## src/rtl/tt_sweep_capture_pkg.sv

```systemverilog
// tt_sweep_pkg
//   Shared definitions for the truth-table sweep/capture harness:
//   - sweep_state_t : sweep controller states
//   - SIG_POLY      : default signature feedback polynomial
//   - SIG_SEED      : default signature start value
//   - sig_step()    : one signature update for the default 16-bit width,
//                     usable from both RTL and testbench code
package tt_sweep_pkg;

  typedef enum logic [1:0] {
    IDLE  = 2'd0,
    DRIVE = 2'd1,
    DRAIN = 2'd2,
    DONE  = 2'd3
  } sweep_state_t;

  localparam logic [15:0] SIG_POLY = 16'h1021;
  localparam logic [15:0] SIG_SEED = 16'hFFFF;

  // Feedback is the outgoing MSB xor the incoming response bit; the
  // polynomial is folded in only when that feedback bit is set.
  function automatic logic [15:0] sig_step(input logic [15:0] s, input logic b);
    logic fb;
    fb = s[15] ^ b;
    return {s[14:0], 1'b0} ^ (fb ? SIG_POLY : 16'h0000);
  endfunction

endpackage

```

## src/rtl/tt_sweep_capture_sig_lfsr.sv

```systemverilog
// sig_lfsr
//   Response signature register. Loads SEED on 'load', otherwise folds one
//   response bit into the signature on every cycle 'step' is high.
// Ports:
//   clk   in   clock
//   rst   in   asynchronous active-high reset (signature returns to SEED)
//   load  in   reload SEED (takes priority over step)
//   step  in   fold 'din' into the signature this cycle
//   din   in   response bit
//   sig   out  current signature (SIG_W bits)
module sig_lfsr
  import tt_sweep_pkg::*;
#(
  parameter int               SIG_W = 16,
  parameter logic [SIG_W-1:0] POLY  = SIG_POLY,
  parameter logic [SIG_W-1:0] SEED  = SIG_SEED
) (
  input  logic             clk,
  input  logic             rst,
  input  logic             load,
  input  logic             step,
  input  logic             din,
  output logic [SIG_W-1:0] sig
);

  logic [SIG_W-1:0] r_sig;
  logic             w_fb;

  assign w_fb = r_sig[SIG_W-1] ^ din;
  assign sig  = r_sig;

  // Galois-style shift: shift left, then xor in the polynomial whenever
  // the feedback bit is set.
  always_ff @(posedge clk or posedge rst) begin
    if (rst) begin
      r_sig <= SEED;
    end else if (load) begin
      r_sig <= SEED;
    end else if (step) begin
      r_sig <= {r_sig[SIG_W-2:0], 1'b0} ^ (w_fb ? POLY : '0);
    end
  end

endmodule

```

## src/rtl/tt_sweep_capture.sv

```systemverilog
// tt_sweep_capture
//   Sweeps every input minterm of a N_IN-input, 1-output combinational
//   netlist in ascending order, captures the full truth table, counts the
//   on-set and compresses the response into a signature.
// Optional feature (macro TT_COMPARE_EN): compares each captured bit with
//   parameter EXP_TT and reports 'mismatch' and the first failing minterm.
// Ports:
//   clk        in   clock
//   rst        in   asynchronous active-high reset
//   start      in   begin a sweep (honoured in IDLE or DONE only)
//   x_out      out  minterm driven to the netlist (x_out[0] -> x0)
//   y_in       in   netlist output y0
//   busy       out  high while driving or draining
//   done       out  high once the sweep has finished
//   tt         out  captured truth table, tt[i] = y for minterm i
//   ones_cnt   out  number of minterms with y = 1
//   sig        out  response signature
//   mismatch   out  (TT_COMPARE_EN) some capture differed from EXP_TT
//   first_fail out  (TT_COMPARE_EN) lowest minterm that differed
module tt_sweep_capture
  import tt_sweep_pkg::*;
#(
  parameter int               N_IN  = 7,
  parameter int               LAT   = 0,
  parameter int               SIG_W = 16,
  parameter logic [SIG_W-1:0] POLY  = SIG_POLY,
  parameter logic [SIG_W-1:0] SEED  = SIG_SEED
`ifdef TT_COMPARE_EN
  ,
  parameter logic [2**N_IN-1:0] EXP_TT = '0
`endif
) (
  input  logic                 clk,
  input  logic                 rst,
  input  logic                 start,
  output logic [N_IN-1:0]      x_out,
  input  logic                 y_in,
  output logic                 busy,
  output logic                 done,
  output logic [2**N_IN-1:0]   tt,
  output logic [N_IN:0]        ones_cnt,
  output logic [SIG_W-1:0]     sig
`ifdef TT_COMPARE_EN
  ,
  output logic                 mismatch,
  output logic [N_IN-1:0]      first_fail
`endif
);

  localparam logic [N_IN-1:0] LAST_IDX = '1;

  sweep_state_t        r_state;
  sweep_state_t        w_next;
  logic                r_start;
  logic                w_launch;
  logic [N_IN-1:0]     r_x;
  logic [2**N_IN-1:0]  r_tt;
  logic [N_IN:0]       r_ones;
  logic                w_capValid;
  logic [N_IN-1:0]     w_capIdx;
  logic                w_drainLast;

  assign x_out    = r_x;
  assign tt       = r_tt;
  assign ones_cnt = r_ones;

  // Start is registered, and only when the controller can accept it, so a
  // pulse that arrives while busy can never leak into a later cycle.
  always_ff @(posedge clk or posedge rst) begin
    if (rst) begin
      r_start <= 1'b0;
    end else begin
      r_start <= start & ((r_state == IDLE) | (r_state == DONE));
    end
  end

  always_ff @(posedge clk or posedge rst) begin
    if (rst) begin
      r_state <= IDLE;
    end else begin
      r_state <= w_next;
    end
  end

  // Next-state and status decode. w_launch marks the cycle a sweep begins
  // and is what clears all of the capture state.
  always_comb begin
    w_next   = r_state;
    busy     = 1'b0;
    done     = 1'b0;
    w_launch = 1'b0;
    case (r_state)
      IDLE: begin
        if (r_start) begin
          w_next   = DRIVE;
          w_launch = 1'b1;
        end
      end
      DRIVE: begin
        busy = 1'b1;
        if (r_x == LAST_IDX) begin
          w_next = (LAT > 0) ? DRAIN : DONE;
        end
      end
      DRAIN: begin
        busy = 1'b1;
        if (w_drainLast) begin
          w_next = DONE;
        end
      end
      DONE: begin
        done = 1'b1;
        if (r_start) begin
          w_next   = DRIVE;
          w_launch = 1'b1;
        end
      end
      default: w_next = IDLE;
    endcase
  end

  // Minterm counter; it doubles as the registered netlist input and parks
  // on the last minterm until the next sweep.
  always_ff @(posedge clk or posedge rst) begin
    if (rst) begin
      r_x <= '0;
    end else if (w_launch) begin
      r_x <= '0;
    end else if ((r_state == DRIVE) && (r_x != LAST_IDX)) begin
      r_x <= r_x + 1'b1;
    end
  end

  // The capture point trails the driven minterm by the netlist latency.
  generate
    if (LAT == 0) begin : g_noLat
      assign w_capValid  = (r_state == DRIVE);
      assign w_capIdx    = r_x;
      assign w_drainLast = 1'b0;
    end else begin : g_lat
      localparam int CW = (LAT > 1) ? $clog2(LAT) : 1;

      logic [LAT-1:0]  r_dv;
      logic [N_IN-1:0] r_di [LAT];
      logic [CW-1:0]   r_drainCnt;

      always_ff @(posedge clk or posedge rst) begin
        if (rst) begin
          r_dv <= '0;
          for (int i = 0; i < LAT; i++) begin
            r_di[i] <= '0;
          end
        end else begin
          r_dv[0] <= (r_state == DRIVE);
          r_di[0] <= r_x;
          for (int i = 1; i < LAT; i++) begin
            r_dv[i] <= r_dv[i-1];
            r_di[i] <= r_di[i-1];
          end
        end
      end

      // Counts the DRAIN cycles so the last one lines up with the final
      // capture leaving the delay line.
      always_ff @(posedge clk or posedge rst) begin
        if (rst) begin
          r_drainCnt <= '0;
        end else if (r_state != DRAIN) begin
          r_drainCnt <= '0;
        end else begin
          r_drainCnt <= r_drainCnt + 1'b1;
        end
      end

      assign w_capValid  = r_dv[LAT-1];
      assign w_capIdx    = r_di[LAT-1];
      assign w_drainLast = (r_drainCnt == CW'(LAT - 1));
    end
  endgenerate

  always_ff @(posedge clk or posedge rst) begin
    if (rst) begin
      r_tt   <= '0;
      r_ones <= '0;
    end else if (w_launch) begin
      r_tt   <= '0;
      r_ones <= '0;
    end else if (w_capValid) begin
      r_tt[w_capIdx] <= y_in;
      r_ones         <= r_ones + {{N_IN{1'b0}}, y_in};
    end
  end

  sig_lfsr #(
    .SIG_W (SIG_W),
    .POLY  (POLY),
    .SEED  (SEED)
  ) u_sig (
    .clk  (clk),
    .rst  (rst),
    .load (w_launch),
    .step (w_capValid),
    .din  (y_in),
    .sig  (sig)
  );

`ifdef TT_COMPARE_EN
  logic            r_mis;
  logic [N_IN-1:0] r_firstFail;

  assign mismatch   = r_mis;
  assign first_fail = r_firstFail;

  // Captures arrive in ascending order, so the first miss is the lowest.
  always_ff @(posedge clk or posedge rst) begin
    if (rst) begin
      r_mis       <= 1'b0;
      r_firstFail <= '0;
    end else if (w_launch) begin
      r_mis       <= 1'b0;
      r_firstFail <= '0;
    end else if (w_capValid && (y_in != EXP_TT[w_capIdx])) begin
      if (!r_mis) begin
        r_firstFail <= w_capIdx;
      end
      r_mis <= 1'b1;
    end
  end
`endif

endmodule

```

## config.mk

```make
export PLATFORM = sky130hd
export DESIGN_NAME = tt_sweep_capture
export DESIGN_NICKNAME = d
export VERILOG_FILES = /design/src/rtl/tt_sweep_capture_pkg.sv /design/src/rtl/tt_sweep_capture_sig_lfsr.sv /design/src/rtl/tt_sweep_capture.sv
export SDC_FILE = /design/constraint.sdc
export NUM_CORES = 1
export LEC_CHECK = 0
export BUFFER_PORTS_ARGS = -buffer_cell sky130_fd_sc_hd__buf_4
export CAP_MARGIN = 20
export CORE_MARGIN = 3
export CORE_UTILIZATION = 50
export CTS_BUF_LIST = sky130_fd_sc_hd__clkbuf_2
export CTS_CLUSTER_SIZE = 28
export DETAILED_ROUTE_END_ITERATION = 7
export HOLD_SLACK_MARGIN = 0.02
export PLACE_DENSITY = 0.87
export SYNTH_ARGS = -nofsm -noshare
export SYNTH_HDL_FRONTEND = slang
export SYNTH_SLANG_ARGS = --single-unit
export TNS_END_PERCENT = 30
```

## constraint.sdc

```tcl
create_clock -name clk -period 4.4 [get_ports clk]
set_input_delay 0.22 -clock clk [delete_from_list [all_inputs] [get_ports clk]]
set_output_delay 0.22 -clock clk [all_outputs]
set_load 0.05 [all_outputs]
```

# Word-level counts from Yosys, hierarchy flattened
# Index checks and enable logic that the tools add are counted.
# W data, S select, Z words.
# op_classes
reduce_logical,8
add_sub_neg,2
mux,19
multipliers,0
n_eq_ne,7
bitwise,5
div,0
order_cmp,2
shifts,0
# ops
op,n
$mux W128,2
$bwmux W128,1
$mux W16,2
$mux W8,2
$xor A16 B16 Y16,1
$mux W7,2
$mux W13,1
$add A8 B1 Y8,1
$lt A7 B8 Y1 const B,1
$add A7 B1 Y7 const B,1
$demux W1 S7,1
$eq A7 B7 Y1 const B,1
$ge A7 B1 Y1 const B,1
$ne A7 B7 Y1 const B,1
$mux W1,5
$eq A2 B2 Y1 const B,2
$mux W2,2
$pmux W2 S2,1
$reduce_bool A2 Y1,2
$reduce_or A2 Y1,2
$reduce_and A3 Y1,1
$eq A2 B1 Y1 const B,1
$logic_and A1 B1 Y1,2
$logic_not A2 Y1,1
6 further kinds,6
# totals
in_bits,4
register_bits,162
n_memories,0
wordCells,49
output_inout_bits,161
ramBits,0
latchBits,0
rom_bits,0

# Logic depth before layout (Yosys ltp)
# Gate-level depths: netlist of the first run.
# logic_depth
depth_word,7
ltp_mapped,9
mapped_depth_nobuf,5

# By module
# From an unflattened synthesis of the first run, not the netlist that was laid out.
# hier_totals
hier_cells,795
hier_area_um2,7828.8
# modules_own_cells
module,area_each_um2,seq_area_each_um2,cells_per_inst,instances
tt_sweep_capture,7084.3,3653.5,738,1
sig_lfsr,744.5,420.4,57,1

# Least setup slack after synthesis of the first run
# OpenSTA, ideal clock, no wires.
# synth_timing
path_type,reg2reg
from,"reg r_x[0], in the netlist x_out[0]"
to,"reg r_tt[32], in the netlist tt[32]"
setup_slack_ps,2521
stages_incl_launch_ff,7
period_less_slack_ps,1879
required_ps,4264
arrival_ps,1743
setup_time_ps,136
cell_sequence,dfrtp_1 > buf_6 > or4b_1 > buf_2 > buf_6 > o21ai_1 > a21oi_1
# synth_between
elab_chain_cells,7
elab_cells_between_ends,8
classes_between,order compare: 2; mux: 5; reduce/logical: 1
# synth_rtl
element,line_no,source
from (decl),tt_sweep_capture.sv:56,logic [N_IN-1:0] r_x;
from (signal assigned),tt_sweep_capture.sv:130,r_x <= r_x + 1'b1;
$lt A7 B8 Y1 (not written as such) or $ge A7 B1 Y1 (tied branches),tt_sweep_capture.sv:189,r_tt[w_capIdx] <= y_in;
$logic_and A1 B1 Y1 (not written as such),tt_sweep_capture.sv:189,
$mux W1 (not written as such),tt_sweep_capture.sv:189,
$demux W1 S7 (*),tt_sweep_capture.sv:189,
$bwmux W128 (*),tt_sweep_capture.sv:189,
$mux W128 (*),tt_sweep_capture.sv:188,end else if (w_capValid) begin
$mux W128 (*),tt_sweep_capture.sv:185,end else if (w_launch) begin
"to (signal, indexed assignment)",tt_sweep_capture.sv:189,
to (decl),tt_sweep_capture.sv:57,logic [2**N_IN-1:0] r_tt;
# Every way passes the cells marked *; elsewhere a longest branch is shown, timed or not. The select of a mux whose other input is x is not followed.
# A chain may end at the register's enable or synchronous reset.

# Worst setup path in the final report of the first run
# layout_timing
from,reg r_state[1]
to,"reg r_tt[93], in the netlist tt[93]"
# layout_between
elab_chain_cells,4
elab_cells_between_ends,7
classes_between,eq/ne: 2; mux: 2; reduce/logical: 3
# layout_rtl
element,line_no,source
from (decl),tt_sweep_capture.sv:52,sweep_state_t r_state;
from (signal assigned),tt_sweep_capture.sv:81,r_state <= w_next;
$eq A2 B2 Y1 or $logic_not A2 Y1 (tied branches),tt_sweep_capture.sv:92,case (r_state)
$reduce_or A2 Y1 (no line),n/a,
$mux W1,n/a,
$mux W128 or $reduce_bool A2 Y1 (tied branches),n/a,
# Several ways; a longest one is shown, not always the timed one.

==> results of run 1 <==
==> flip-flops by register name, summed over array words and instances, names as in the netlist <==
signal	count
u_sig.sig	16
r_state	2
r_start	1
tt	128
x_out	7
ones_cnt	8
==> layout by cell type (no fill, tap or decap), types with 6 or more instances in the layout <==
| master | instances |
|---|---|
| dfrtp_1 | 146 |
| clkbuf_2 | 18 |
| buf_4 | 175 |
| o21ai_1 | 12 |
| mux2i_1 | 16 |
| nand3_1 | 132 |
| nor2_1 | 8 |
| a21oi_1 | 136 |
| and4b_1 | 7 |
| nand4b_1 | 7 |
| or4b_1 | 6 |
| nand2_1 | 20 |
| nand4bb_1 | 9 |
| ha_1 | 6 |
| o21ai_0 | 124 |
| dfstp_2 | 16 |
==> cell usage after synthesis (5+ instances only) <==
cell,count,share of area (%)
inv_1,6,0.29
o21ai_0,124,8.0
buf_6,9,1.3
buf_2,28,1.8
clkbuf_2,5,0.32
o21ai_1,12,0.77
ha_1,6,0.97
nand2_1,20,0.97
mux2i_1,16,2.1
nor4bb_1,7,0.90
buf_4,12,1.2
clkbuf_1,41,2.0
nand4bb_1,9,1.3
nand4b_1,7,0.79
nand3_1,132,8.5
nor4b_4,5,1.5
a21oi_1,136,8.8
or4b_1,6,0.77
dfstp_2,16,5.4
dfrtp_1,146,47
nor2_1,8,0.39
xor2_1,5,0.56
and4b_1,7,0.90
==> path summary, 6_finish.rpt <==
kind	from	to	slack, ns	cells after the start
worst max-delay path	r_state[1]$_DFFE_PP0P_	tt[93]$_DFFE_PP0P_	1.56	5
worst min-delay path	rst	tt[92]$_DFFE_PP0P_	0.18	4
worst max register to register	r_state[1]$_DFFE_PP0P_	tt[93]$_DFFE_PP0P_	1.56	5
worst min register to register	tt[98]$_DFFE_PP0P_	tt[98]$_DFFE_PP0P_	0.56	2
max in group asynchronous	rst	r_start$_DFF_PP0_	3.49	4
min in group clk	start	r_start$_DFF_PP0_	0.22	3
==> cell families (layout without fill, tap and decap cells) <==
group           after synthesis  after routing  share of synthesized area [%]
simple gates                219            219                           18.2
mux                          16             16                           2.06
xor+xnor                      6              6                          0.676
flops                       162            162                           52.4
fa+ha+maj                     6              6                          0.966
compound gates              285            285                           18.8
buf+inv                     101            223                           6.86
==> worst max-delay path: cells and delay by family, from the launching register on <==
| kind | cells | cell delay (ns) |
|---|---|---|
| simple gates | 1 | 0.99 |
| fa+ha+maj | 1 | 0.51 |
| buf+inv | 1 | 0.08 |
| flops | 1 | 0.47 |
| compound gates | 2 | 0.67 |
==> power by group through the flow <==
stage	Combinational (W)	Sequential, W	Clock, W
global placement	0.00128	0.00181	0
detailed placement	0.00130	0.00181	0
global route	0.00139	0.00181	0.000968
floorplan	0.000702	0.00209	0
finish	0.00132	0.00179	0.000905
CTS	0.00131	0.00179	0.000912
==> final cells by class <==
type                    count  share of cell area [%]
repair buffers            185                    15.4
well taps                 184                    2.50
multi-input cells         532                    34.6
flip-flops and latches    162                    44.2
clock inverters            15                    2.05
inverters                   6                   0.285
clock buffers              17                   0.923
==> metrics by stage <==
| step | utilization (%) | hold WS [ns] | total power, W | cells |
|---|---|---|---|---|
| floorplan | - | 0.354 | 0.00279 | 795 |
| global placement | 59.6 | 0.439 | 0.00309 | 1060 |
| detailed placement | 59.8 | 0.445 | 0.00311 | 1063 |
| CTS | 61.8 | 0.197 | 0.00401 | 1098 |
| global route | 62.0 | 0.224 | 0.00417 | 1101 |
| finish | 62.0 | 0.182 | 0.00401 | 1101 |
==> layer usage <==
metal	global-route usage [%]	wire length, um	vias to the layer above
met2	41.5	11200	428
met3	6.54	2330	43
li1	-	-	3108
met5	0	0	-
met1	37.0	9440	3503
met4	11.4	504	0
==> results.json, run 1 <==
{
  "outcome": "finished clean",
  "overflow": 0,
  "switching_share_pct": 41.1,
  "p_switching_w": 0.00165,
  "die_area_um2": 17100,
  "fillCellCount": 1259,
  "layout-drive-gt1-share_pct": 26.2,
  "drt_iter0_markers": 946,
  "fin_setup_tns_ns": 0,
  "cts.repair.resized": 0,
  "multiInputGateArea_um2": 3190,
  "hold_buffers": 3,
  "syn-num-nets": 805,
  "grtUsageTotal_pct": 27.1,
  "initial_core_util_pct": 52.3,
  "cts_buffers": 17,
  "cts_sinks": 162,
  "p_int_w": 0.00237,
  "syn_avg_cell_area_um2": 9.77,
  "start_kind": "flip-flop",
  "die_y_um": 131,
  "drv_cap": 0,
  "postSynthCellCount": 795,
  "clkPwrFrac_pct": 22.6,
  "seqPwrFrac_pct": 44.7,
  "finalHoldViolations": 0,
  "final.setup.worst_slack_ns": 1.56,
  "synth_edf_count": 0,
  "final_nets": 914,
  "yosysSeqAreaShare_pct": 52.4,
  "cp.arrival_ns": 3.47,
  "grt_pass1_wl_um": 35700,
  "path_clk_slew_ns": 0.22,
  "synth-main-ff-cell": "dfrtp_1",
  "yosys_warnings": 0,
  "skew_ns": 0.0287,
  "critPathMaxFanout": 21,
  "antenna_found_initial": 0,
  "htreeDepth": 4,
  "worst-slew-pin-transition_ns": 1.15,
  "cts_post_setup_buffers_inserted": 0,
  "timing.slew.headroom_pct": 22.7,
  "grt_pass1_vias": 6603,
  "grt_start_max_net_pins": 163,
  "cts_root_buffer": "clkbuf_2",
  "area_delta_synth_final_pct": 18.7,
  "place_congestion": 0.814,
  "p_per_area_nw_per_um2": 435,
  "period_minus_slack_ns": 2.84,
  "core_area_um2": 14900,
  "setup_viol": 0,
  "dpl.hpwl_um": 14100,
  "synth.distinct_cells": 44,
  "die_w_um": 131,
  "drt_pass1_iterations": 5,
  "via_per_inst": 6.43,
  "stdcell_area_um2": 9220,
  "ys_seq_elements": 162,
  "place_ws_ns": 1.67,
  "critPathKind": "flip-flop to flip-flop",
  "critPathMaxStageDelay_ns": 0.99,
  "avgRoutedWirePerCell_um": 21.3,
  "irDropWorstVdd_mv": 0.617,
  "crit_slowest_cell": "nand4b_1",
  "cp.required_ns": 5.02,
  "drtAntennaViolNets": 0,
  "n_antenna_cell": 0,
  "p_comb_share_pct": 32.8,
  "worstSetupEndpointType": "flip-flop",
  "vias": 7082,
  "placed_cell_area_um2": 8890,
  "rows": 44,
  "syn_area_um2": 7770,
  "cts_tree": "done",
  "io_pins": 165,
  "seq_area_um2": 4070,
  "rsz0062_at_grt": "false",
  "period_share_pct": 64.7,
  "holdCritPathClass": "input port to asynchronous set/reset pin",
  "crit_chain": "inv_1 > ha_1 > nand4b_1 > o21ai_0 > a21oi_1",
  "port_buffers": 164,
  "timing.fmax_mhz": 352,
  "drcViolationCount": 0,
  "leakage_nw": 4.08,
  "clk_path_buf_depth": 2,
  "wirelength_um": 23500,
  "slew_viol_final": 0,
  "synthArstFlopShare_pct": 100,
  "clkLatencyLatePin_ns": 0.77
}
Power figures use the tool's default switching activity.
==> run 2, diff against run 1 <==
Settings changed: PLACE_DENSITY 0.87 to 0.84.
Clock period 4.4 ns to 2.8 ns, I/O delays scaled along.
==> run 2 against run 1 <==
Effect of this change:
- sequential share of layout area is 0.39 points lower
- non-clock buffer count is 17 higher
- final cell count is 1.5% higher
- power is 52% higher
- combinational power is 59% higher
- die area stayed put
- sequential power is 57% higher
- maximum frequency is 27% higher
- cell area is 0.90% higher
- clock skew is 0.0026 ns higher
- hold slack worse by 0.057 ns
==> results.json, run 2 (synthesized netlist as in run 1, its figures left out) <==
{
  "via_per_inst": 6.31,
  "stdcell_area_um2": 9300,
  "die_area_um2": 17100,
  "initial_core_util_pct": 52.3,
  "dpl.hpwl_um": 15000,
  "timing.rr.start": "r_state[1]$_DFFE_PP0P_",
  "htreeDepth": 4,
  "final_cell_mix": "195 x buf_4, 146 x dfrtp_1, 136 x a21oi_1, 132 x nand3_1, 124 x o21ai_0",
  "worst-slew-pin-transition_ns": 0.850,
  "period_minus_slack_ns": 2.25,
  "die_w_um": 131,
  "hold_buffers": 3,
  "grtUsageMet1_pct": 39.9,
  "final_cells": 1118,
  "p_int_w": 0.00358,
  "die_y_um": 131,
  "holdCritPathClass": "input port to asynchronous set/reset pin",
  "clkLatencyLatePin_ns": 0.71,
  "ff2ff_path_depth": 5,
  "antenna_found_initial": 0,
  "cts_sinks": 162,
  "cp.required_ns": 3.41,
  "overflow": 0,
  "leakage_nw": 4.14,
  "io_pins": 165,
  "vias": 7059,
  "rsz0062_at_grt": "false",
  "finalHoldViolations": 0,
  "area_delta_synth_final_pct": 19.7,
  "outcome": "finished clean",
  "path_clk_slew_ns": 0.21,
  "setup_viol": 0,
  "multiInputGateArea_um2": 3200,
  "grt_pass1_wl_um": 35800,
  "wirelength_um": 23000,
  "irDropWorstVdd_mv": 0.780,
  "r2r-end": "tt[8]$_DFFE_PP0P_",
  "rows": 44,
  "final_nets": 931,
  "fin_setup_tns_ns": 0,
  "slew_viol_final": 0,
  "place_ws_ns": 0.595,
  "globalRouteMet3Util_pct": 6.22,
  "fillCellCount": 1237,
  "mostFrequentLayoutCell": "buf_4",
  "core_area_um2": 14900,
  "start_kind": "flip-flop",
  "grt_use_met2_pct": 39.1,
  "critPathMaxFanout": 21,
  "placed_cell_area_um2": 9070,
  "avgRoutedWirePerCell_um": 20.6,
  "clk_path_buf_depth": 2,
  "startpoint": "r_state[1]$_DFFE_PP0P_",
  "p_comb_share_pct": 34.5,
  "cts_post_setup_buffers_inserted": 0,
  "period_share_pct": 80.2,
  "seqPwrFrac_pct": 46.2,
  "port_buffers": 164,
  "n_antenna_cell": 0,
  "switching_share_pct": 41.2,
  "cp.arrival_ns": 2.86,
  "dpl.cell_count": 1083,
  "timing.slew.headroom_pct": 43.2,
  "drt_pass1_iterations": 7,
  "worstSetupEndpointType": "flip-flop",
  "drt_iter0_markers": 963,
  "r2r_setup_slack_ns": 0.55,
  "busiest_layer": "met1",
  "cts_root_buffer": "clkbuf_2",
  "grtUsageTotal_pct": 26.9,
  "grt_start_max_net_pins": 69,
  "endpoint": "tt[8]$_DFFE_PP0P_",
  "layout-drive-gt1-share_pct": 27.2,
  "grt_pass1_vias": 6358,
  "largest_reg_flops": 128,
  "p_switching_w": 0.00250,
  "drcViolationCount": 0,
  "skew_ns": 0.0313,
  "cts.repair.resized": 0,
  "drv_cap": 0,
  "p_per_area_nw_per_um2": 654,
  "cts_buffers": 17,
  "place_congestion": 0.823,
  "cts_tree": "done",
  "seq_area_um2": 4070,
  "critPathKind": "flip-flop to flip-flop",
  "final.setup.worst_slack_ns": 0.554,
  "timing.fmax_mhz": 445,
  "clkPwrFrac_pct": 19.3,
  "drtAntennaViolNets": 0
}
[run 2: changes by cell type in the layout (fill, tap and decap cells not counted), sizes merged]
cell	delta
clkinv	-1
buf	+18
clkinvlp	-1
bufinv	-2
clkbuf	+4
inv	-1
[run 2: how the worst min path moves through the flow]
stage,start,end,slack [ns],cells past startpoint
finish,rst,tt[107]$_DFFE_PP0P_,0.13,3
global route,rst,tt[90]$_DFFE_PP0P_,0.07,3
CTS,rst,tt[92]$_DFFE_PP0P_,0.07,3
detailed placement,rst,tt[94]$_DFFE_PP0P_,0.34,2
global placement,rst,tt[92]$_DFFE_PP0P_,0.34,2
floorplan,start,r_start$_DFF_PP0_,0.27,1
[run 2: per-layer routing]
metal	vias to the layer above	routed length (um)
met4	0	580
met1	3477	9590
li1	3140	-
met2	397	10600
met5	-	0
met3	45	2250
[run 2: through the flow]
step / utilization [%] / hold WS (ns) / total power, W
after global routing: 62.6 / 0.0684 / 0.00637
after detailed placement: 61.0 / 0.339 / 0.00494
final: 62.6 / 0.125 / 0.00608
after CTS: 62.6 / 0.0732 / 0.00610
after global placement: 61.0 / 0.341 / 0.00491
after floorplan: - / 0.274 / 0.00438
[run 2: worst max-delay path, stage by stage (launching register included)]
cell     delay (ns)
dfrtp_1        0.47
inv_1          0.08
ha_2           0.38
or4b_1         0.84
o21ai_0        0.30
a21oi_1        0.10
[run 2: power groups by stage]
stage | clock (W) | combinational, W | sequential, W
after detailed placement | 0 | 0.00209 | 0.00285
after CTS | 0.00119 | 0.00210 | 0.00281
after global routing | 0.00129 | 0.00222 | 0.00285
after global placement | 0 | 0.00207 | 0.00284
final | 0.00117 | 0.00210 | 0.00281
after floorplan | 0 | 0.00110 | 0.00328
[run 2: final cells by class]
class                   count  area share (%)
repair buffers            202            16.9
inverters                   6           0.282
well taps                 184            2.47
multi-input cells         532            34.4
clock buffers              22            1.18
flip-flops and latches    162            43.8
clock inverters            10           0.982
==> run 3, diff against run 2 <==
Settings changed: ABC_AREA from default to 1.
Clock period 2.8 ns to 2.2 ns, I/O delays scaled along.
==> run 3 against run 2 <==
Effect of this change:
- clock skew up 0.0027 ns
- synthesized cell count up 32%
- clock power up 44%
- die area up 2.8%
- sequential share of layout area down 2.4 points
- utilization up 1.1 points
- register-to-register slack worse by 0.29 ns
- final cell count up 29%
- highest routed layer unchanged
==> results.json, run 3 <==
{
  "core_area_um2": 15400,
  "holdCritPathClass": "input port to asynchronous set/reset pin",
  "drt_pass1_iterations": 5,
  "crit_slowest_cell": "dfrtp_1",
  "synth.area.top_cells": "dfrtp_1 46%, nand2_1 14%, inv_1 8.4%, o21ai_0 7.3%, nand3_1 7.2%",
  "skew_ns": 0.0339,
  "cp.arrival_ns": 1.89,
  "fillCellCount": 1334,
  "avgRoutedWirePerCell_um": 16.6,
  "rows": 45,
  "initial_core_util_pct": 51.8,
  "final_cell_mix": "306 x nand2_1, 187 x buf_4, 177 x inv_1, 146 x dfrtp_1, 117 x o21ai_0",
  "overflow": 0,
  "yosysSeqAreaShare_pct": 51.0,
  "place_congestion": 0.902,
  "place_ws_ns": 0.354,
  "final_nets": 1223,
  "timing.slew.headroom_pct": 61.6,
  "cts_sinks": 162,
  "drtAntennaViolNets": 0,
  "synth-main-ff-cell": "dfrtp_1",
  "start_kind": "flip-flop",
  "cts_buffers": 17,
  "grt_pass1_vias": 7129,
  "period_minus_slack_ns": 2.00,
  "postSynthCellCount": 1048,
  "leakage_nw": 5.69,
  "drcViolationCount": 0,
  "rsz0062_at_grt": "false",
  "die_y_um": 132,
  "io_pins": 165,
  "syn_avg_cell_area_um2": 7.63,
  "critPathMaxStageDelay_ns": 0.43,
  "path_clk_slew_ns": 0.24,
  "clk_path_buf_depth": 2,
  "final.setup.worst_slack_ns": 0.195,
  "drt_iter0_markers": 817,
  "synth.largest_area_cell": "dfrtp_1",
  "grtUsageTotal_pct": 27.1,
  "worstSetupEndpointType": "primary output",
  "fin_total_pwr_w": 0.00916,
  "cts_tree": "done",
  "period_share_pct": 91.1,
  "slew_viol_final": 0,
  "drv_cap": 0,
  "synth.distinct_cells": 27,
  "die_area_um2": 17500,
  "timing.fmax_mhz": 499,
  "synth_commonest_cells": "308 x nand2_1, 178 x inv_1, 146 x dfrtp_1",
  "cts.repair.resized": 0,
  "grt_pass1_wl_um": 38000,
  "wirelength_um": 23900,
  "clkLatencyLatePin_ns": 0.73,
  "synth.top_cell.area_share_pct": 45.7,
  "dpl.hpwl_um": 15800,
  "via_per_inst": 5.38,
  "setup_viol": 0,
  "cp.required_ns": 2.09,
  "mostFrequentLayoutCell": "nand2_1",
  "syn_area_um2": 7990,
  "worst_path_most_repeated_cell": "inv_1",
  "antenna_found_initial": 1,
  "syn-num-nets": 1058,
  "finalHoldViolations": 0,
  "seq_area_um2": 4070,
  "die_w_um": 132,
  "multiInputGateArea_um2": 3020,
  "largest_reg_flops": 128,
  "critPathKind": "flip-flop to primary output",
  "grt_start_max_net_pins": 98,
  "ys_seq_elements": 162,
  "outcome": "finished clean",
  "p_per_area_nw_per_um2": 931,
  "irDropWorstVdd_mv": 0.772,
  "area_delta_synth_final_pct": 23.0,
  "crit_chain": "inv_1 > ha_1 > inv_1 > buf_4",
  "worst-slew-pin-transition_ns": 0.573,
  "path_delay_family": "flip-flops",
  "yosysMostFrequentCell": "nand2_1",
  "htreeDepth": 4,
  "synth_edf_count": 0,
  "cts_root_buffer": "clkbuf_2",
  "critPathMaxFanout": 3,
  "vias": 7726,
  "yosys_warnings": 0,
  "fin_setup_tns_ns": 0,
  "layout-drive-gt1-share_pct": 21.5,
  "port_buffers": 164,
  "crit_buf_inv": 3,
  "synthArstFlopShare_pct": 100
}
run 3: cell count changes after synthesis, sizes merged, moves of 26 or more:
| cell | previous run | this run |
|---|---|---|
| nor2 | 8 | 46 |
| a21oi | 136 | 11 |
| buf | 49 | 23 |
| nand2 | 20 | 308 |
| inv | 6 | 184 |
run 3: routing by layer:
metal	routed length (um)	vias up	global-route usage, %
li1	-	3613	-
met1	9610	3656	37.2
met2	11600	412	42.6
met3	2070	45	5.63
met4	619	0	10.9
met5	0	-	0
run 3: worst register-to-register path, stage by stage (launching register included):
cell and delay, ns:
dfrtp_1 0.57, nand2_1 0.28, inv_1 0.17, nand2_1 0.21, inv_1 0.31, nand2_1 0.12, o21ai_0 0.17, inv_1 0.06
run 3: metrics by stage:
step	hold WS (ns)	cells	utilization (%)	instance area, um2
global route	0.0351	1437	63.7	9830
detailed placement	0.304	1402	62.0	9560
floorplan	0.214	1048	-	8000
finish	0.0518	1437	63.7	9830
CTS	0.0291	1436	63.7	9830
global placement	0.305	1402	62.0	9560
run 3: power breakdown:
group | switching (W) | internal [W] | leakage [nW]
combinational | 0.00287 | 0.000963 | 3.36
sequential | 0.000260 | 0.00338 | 2.19
clock | 0.00104 | 0.000641 | 0.144
run 3: cell type report:
type / instances / area share, %
Tap cell: 211 / 2.69
Clock buffer: 21 / 1.07
Multi-Input combinational cell: 653 / 30.7
Timing Repair Buffer: 195 / 15.6
Antenna cell: 1 / 0.0255
Inverter: 184 / 7.06
Sequential cell: 162 / 41.4
Clock inverter: 10 / 1.37
run 3: final timing paths:
path	startpoint	end	slack (ns)	cells past startpoint
setup / recovery	r_state[0]$_DFFE_PP0P_	busy	0.20	4
hold / removal	rst	tt[17]$_DFFE_PP0P_	0.05	4
setup reg to reg	x_out[4]$_DFFE_PP0P_	tt[26]$_DFFE_PP0P_	0.26	7
hold reg to reg	u_sig.sig[3]$_DFFE_PP1P_	u_sig.sig[4]$_DFFE_PP1P_	0.50	2
max in group asynchronous	rst	u_sig.sig[3]$_DFFE_PP1P_	1.75	4
min in group clk	start	r_start$_DFF_PP0_	0.12	4
run 3: timing repair:
item                                   in CTS  in global routing
hold buffers                                3                  0
setup buffers                               0                  0
endpoints found under the hold margin     250                  0
run 3: logic make-up (layout without fill, tap and decap cells):
kind of cell	count (synthesis)	after routing	synth area share [%]
adder cells (fa/ha/maj)	6	6	0.939
flip-flops	162	162	51.0
AND/OR/NAND/NOR	484	484	25.6
buffers and inverters	233	410	11.4
other	0	1	0
XOR/XNOR	2	2	0.219
AO/OA/AOI/OAI	161	161	10.8
